`src/rtl/pipe_stage_skid.sv`:
```
// Fetch-to-decode pipeline register with a one-entry skid buffer.
// in_ready comes straight from a flop, so the skid slot absorbs the entry already in flight when decode stalls.
module pipe_stage_skid #(
  parameter int                 PC_W      = 16,
  parameter int                 INSTR_W   = 16,
  parameter logic [INSTR_W-1:0] NOP_INSTR = 16'h0800
) (
  input  logic               clk,
  input  logic               rst_n,
  input  logic               flush,
  input  logic               in_valid,
  output logic               in_ready,
  input  logic [PC_W-1:0]    in_pc,
  input  logic [PC_W-1:0]    in_pc_plus2,
  input  logic [INSTR_W-1:0] in_instr,
  output logic               out_valid,
  input  logic               out_ready,
  output logic [PC_W-1:0]    out_pc,
  output logic [PC_W-1:0]    out_pc_plus2,
  output logic [INSTR_W-1:0] out_instr,
  output logic [1:0]         occupancy
);

  typedef enum logic [1:0] {
    EMPTY = 2'd0,
    HALF  = 2'd1,
    FULL  = 2'd2
  } state_e;

  state_e             state_q, state_d;
  logic               inReady_q, inReady_d;
  logic [PC_W-1:0]    mainPc_q, mainPc_d;
  logic [PC_W-1:0]    mainPcP2_q, mainPcP2_d;
  logic [INSTR_W-1:0] mainInstr_q, mainInstr_d;
  logic [PC_W-1:0]    skidPc_q, skidPc_d;
  logic [PC_W-1:0]    skidPcP2_q, skidPcP2_d;
  logic [INSTR_W-1:0] skidInstr_q, skidInstr_d;
  logic               accept;
  logic               emit;

  assign out_valid = (state_q != EMPTY);
  assign accept    = in_valid & inReady_q;
  assign emit      = out_valid & out_ready;

  always_comb begin
    state_d     = state_q;
    mainPc_d    = mainPc_q;
    mainPcP2_d  = mainPcP2_q;
    mainInstr_d = mainInstr_q;
    skidPc_d    = skidPc_q;
    skidPcP2_d  = skidPcP2_q;
    skidInstr_d = skidInstr_q;

    case (state_q)
      EMPTY: begin
        if (accept) begin
          state_d     = HALF;
          mainPc_d    = in_pc;
          mainPcP2_d  = in_pc_plus2;
          mainInstr_d = in_instr;
        end
      end
      HALF: begin
        if (accept && !emit) begin
          state_d     = FULL;
          skidPc_d    = in_pc;
          skidPcP2_d  = in_pc_plus2;
          skidInstr_d = in_instr;
        end else if (emit && !accept) begin
          state_d = EMPTY;
        end else if (accept && emit) begin
          mainPc_d    = in_pc;
          mainPcP2_d  = in_pc_plus2;
          mainInstr_d = in_instr;
        end
      end
      FULL: begin
        if (emit) begin
          state_d     = HALF;
          mainPc_d    = skidPc_q;
          mainPcP2_d  = skidPcP2_q;
          mainInstr_d = skidInstr_q;
        end
      end
      default: state_d = EMPTY;
    endcase

    // Flush wins over everything; slot contents become don't-care once the state is EMPTY.
    if (flush) begin
      state_d = EMPTY;
    end

    inReady_d = (state_d != FULL);
  end

  always_ff @(posedge clk or negedge rst_n) begin
    if (!rst_n) begin
      state_q     <= EMPTY;
      inReady_q   <= 1'b0;
      mainPc_q    <= '0;
      mainPcP2_q  <= '0;
      mainInstr_q <= NOP_INSTR;
      skidPc_q    <= '0;
      skidPcP2_q  <= '0;
      skidInstr_q <= NOP_INSTR;
    end else begin
      state_q     <= state_d;
      inReady_q   <= inReady_d;
      mainPc_q    <= mainPc_d;
      mainPcP2_q  <= mainPcP2_d;
      mainInstr_q <= mainInstr_d;
      skidPc_q    <= skidPc_d;
      skidPcP2_q  <= skidPcP2_d;
      skidInstr_q <= skidInstr_d;
    end
  end

  assign in_ready     = inReady_q;
  assign occupancy    = state_q;
  assign out_pc       = out_valid ? mainPc_q    : '0;
  assign out_pc_plus2 = out_valid ? mainPcP2_q  : '0;
  assign out_instr    = out_valid ? mainInstr_q : NOP_INSTR;

endmodule

```
`config.mk`:
```
export PLATFORM = sky130hd
export DESIGN_NAME = pipe_stage_skid
export DESIGN_NICKNAME = d
export VERILOG_FILES = /design/src/rtl/pipe_stage_skid.sv
export SDC_FILE = /design/constraint.sdc
export NUM_CORES = 1
export LEC_CHECK = 0
export BUFFER_PORTS_ARGS = -buffer_cell sky130_fd_sc_hd__buf_2
export CORE_MARGIN = 3
export CORE_UTILIZATION = 23
export DETAILED_ROUTE_END_ITERATION = 10
export PLACE_DENSITY_LB_ADDON = 0.2
export RECOVER_POWER = 50
export SLEW_MARGIN = 20
export SYNTH_ARGS = -nofsm -noshare
export SYNTH_HDL_FRONTEND = slang
export SYNTH_SLANG_ARGS = --single-unit
```
`constraint.sdc`:
```
create_clock -name clk -period 2 [get_ports clk]
set_clock_uncertainty 0.2 [all_clocks]
set_input_delay 0.4 -clock clk [delete_from_list [all_inputs] [get_ports clk]]
set_output_delay 0.4 -clock clk [all_outputs]
set_load 0.005 [all_outputs]
```
==> impl_results.md <==
- Status: finished, violations left
- Violated checks: negative setup slack
- Yosys cell types: 24
- Final core occ: 30.4%
- Cell family with the largest share of critical-path delay: simple AND/OR/NAND/NOR gates
- Layout cells sized above 1: 38.7%
- Pleak: 0.00288 uW
- DR WL/cell: about 14 um
- Hold WS: 0.0263 ns
- HP Class: in -> reg
- PwrDens: 1000 nW/um^2
- Hpwl dp: 6970 um
- Gr usage total: 10.0%
- Final Hold Vio Count: 0
- Crit. Startpoint: occupancy[1]
- Worst Setup Start Kind: register
- Crit path DAT: 1.48 ns
- Port Buffers: 104
- Crit path kind: reg -> out
- Die area: 21,400 sq um
- Die height: 146 um
- Ranking of synthesized cells by instance count: 97 x dfrtp_1, 49 x a21oi_1, 48 x mux2_2, 48 x mux2i_1, 48 x nor2_1
- Final setup margin: -0.0751 ns
- Starting DRC count in detailed routing: 95
- Synth top area cells: dfrtp_1 54%, mux2_2 12%, mux2i_1 11%
- Max_slew headroom: between 30% and 40%
- Top FF cell, synth: dfrtp_1
- Pin count of the biggest net entering global routing: 100
- Clock sink count: 99
- Final ANT Viol Nets: 0
- Die X: 146 um
- Yosys reg bits: 99
- H-tree lvl count: 3
- Post-Synthesis Cells: 382
- I/O pins: ~110
- First-pass GRT wire length: 17,000 um
- Total Wirelength: 10,400 um
- Post-synth EDFFs: 0
- Pins Over Slew Limit: 0
- Final setup viols: 47
- Root buffer cell: clkbuf_16
- Initial Utilization: 23.8%
- Diodes inserted: 0
- Delay of the slowest cell on the worst path: ~0.39 ns
- Count leader, synth: dfrtp_1
- Placed instance area: between 5000 and 6000 sq um
- Clock Latency Late Sink: 0.34 ns
- Clk slew on worst S/H paths: 0.07 ns
- Pwr Total: 5800 uW
- Number of max-cap violations: 0
- Grt total ovfl: 0
- Max stage delay cell, worst path: dfrtp_1
- Finished Cell Area: 5780 sq um
- Cell Area, Synth: 4520 sq um
- Row count: 50
- Sequential area share after synthesis: 54.8%
- Post-Synthesis Net Count: 435
- Async set-reset flop share out of synthesis: 100%
- Max rail drop VDD: between 400 and 500 uV
- F_max: 482 MHz
- Initial antenna violation count: 1
- Synth-to-Final Area Change: 27.8%
- Via count: 3,076
- Area leader, netlist: dfrtp_1
- Nets: 537
- RSZ-0062 raised after global routing: yes
- TritonCTS clock tree: built
- Synth Warn #: 0
- Max clock buf depth: 2
- Post-route DRC: 0
- Worst setup EP type: output port
- Crit path cell chain: or2_4 > buf_12 > and2_1 > buf_2
- Vias in the first global route: ~3,200
- Pre-CTS setup slack: -0.0115 ns
- Final period util: 104%
- Vias per cell: 4.11
- Share of the synthesized area in the top cell type: 53.7%
- Routability Congestion: between 0.6 and 0.7
- Router iterations before antenna repair: 4
- WP buf/inv: 2
- Measured slew at the worst slew-check pin: 0.930 ns
- Syn avg cell area: between 10 and 15 sq um
- Fillers: 2,005
- TritonCTS Buffers: 9
- Worst hold path startpoint: flush
- Req. time, crit path: approximately 1.4 ns
- Tmin final: 2.08 ns
- Worst r2r src: occupancy[1]
- CP Max Fanout: 29
- Core ar.: 19,000 sq um
## report_power, final
group          total (uW)  switching, uW  internal, uW  leakage [uW]
registers            2700            219          2480       0.00114
logic                1080            476           609       0.00157
clock network        2010            756          1250      0.000169
## sequential cells by signal (all words and copies together) (netlist names)
signal,flops
mainInstr_q,16
mainPcP2_q,16
mainPc_q,16
skidInstr_q,16
skidPcP2_q,16
skidPc_q,16
occupancy,2
in_ready,1
## metrics by stage
stage          cells  setup TNS (ns)
4_1_cts          749           -3.58
3_3_place_gp     730               0
3_5_place_dp     730         -0.0666
6_report         749           -2.15
5_1_grt          749           -5.40
2_1_floorplan    382               0
## area by class of cell
class,instances,area (sq um),area share (%)
Sequential cell,99,2480,42.9
Clock inverter,5,100,1.73
Inverter,1,3.75,0.0649
Multi-Input combinational cell,254,1880,32.5
Tap cell,260,325,5.63
Timing Repair Buffer,119,748,12.9
Clock buffer,11,243,4.20
## final timing paths
check,to,slack (ns),cells past startpoint
min,occupancy[0],0.03,2
max,out_instr[3],-0.08,4
min in group asynchronous,mainPcP2_q[8],0.63,3
max reg2reg,skidInstr_q[4],0.10,4
min reg2reg,skidPcP2_q[8],0.31,1
max in group asynchronous,mainInstr_q[3],0.35,3
## cells in the final DEF (no fill, tap or decap), types with 2 or more instances in the layout
cell       count
and2_1        45
nor2_1        48
and2_4         2
clkbuf_1       2
buf_12         7
nand3b_1       2
dfrtp_1       97
a21oi_1       49
buf_6          3
bufinv_16      3
clkinv_2       2
clkbuf_16      9
buf_4          5
mux2_2        48
buf_2        100
mux2i_1       48
dfstp_2        2
## layer usage
metal | share of wire (%) | track usage [%]
met1 | 48 | 12.9
met2 | 45 | 15.7
met3 | 5.3 | 2.86
met4 | 1.9 | 4.37
met5 | 0.19 | 0
## logic make-up after synthesis
kind of cell	Yosys count	share of synthesized area [%]
mux	96	22.6
flops	99	54.8
compound gates	53	6.42
buf+inv	29	4.15
simple gates	105	12.0
## worst register-to-register path, delay by kind of cell (launching register included)
kind                   cells  cell delay, ns
buffers and inverters      2            0.48
flip-flops                 1            0.39
multiplexers               1            0.39
AND/OR/NAND/NOR            1            0.32
## repair_timing
item / 4_1_cts / 5_1_grt
endpoints found under the setup margin: 49 / 48
setup buffers: 2 / 0
endpoints found under the hold margin: 97 / 0
gates resized for setup: 7 / 0
hold buffers: 1 / 0
Note: power is estimated with default switching activity, not from simulation.
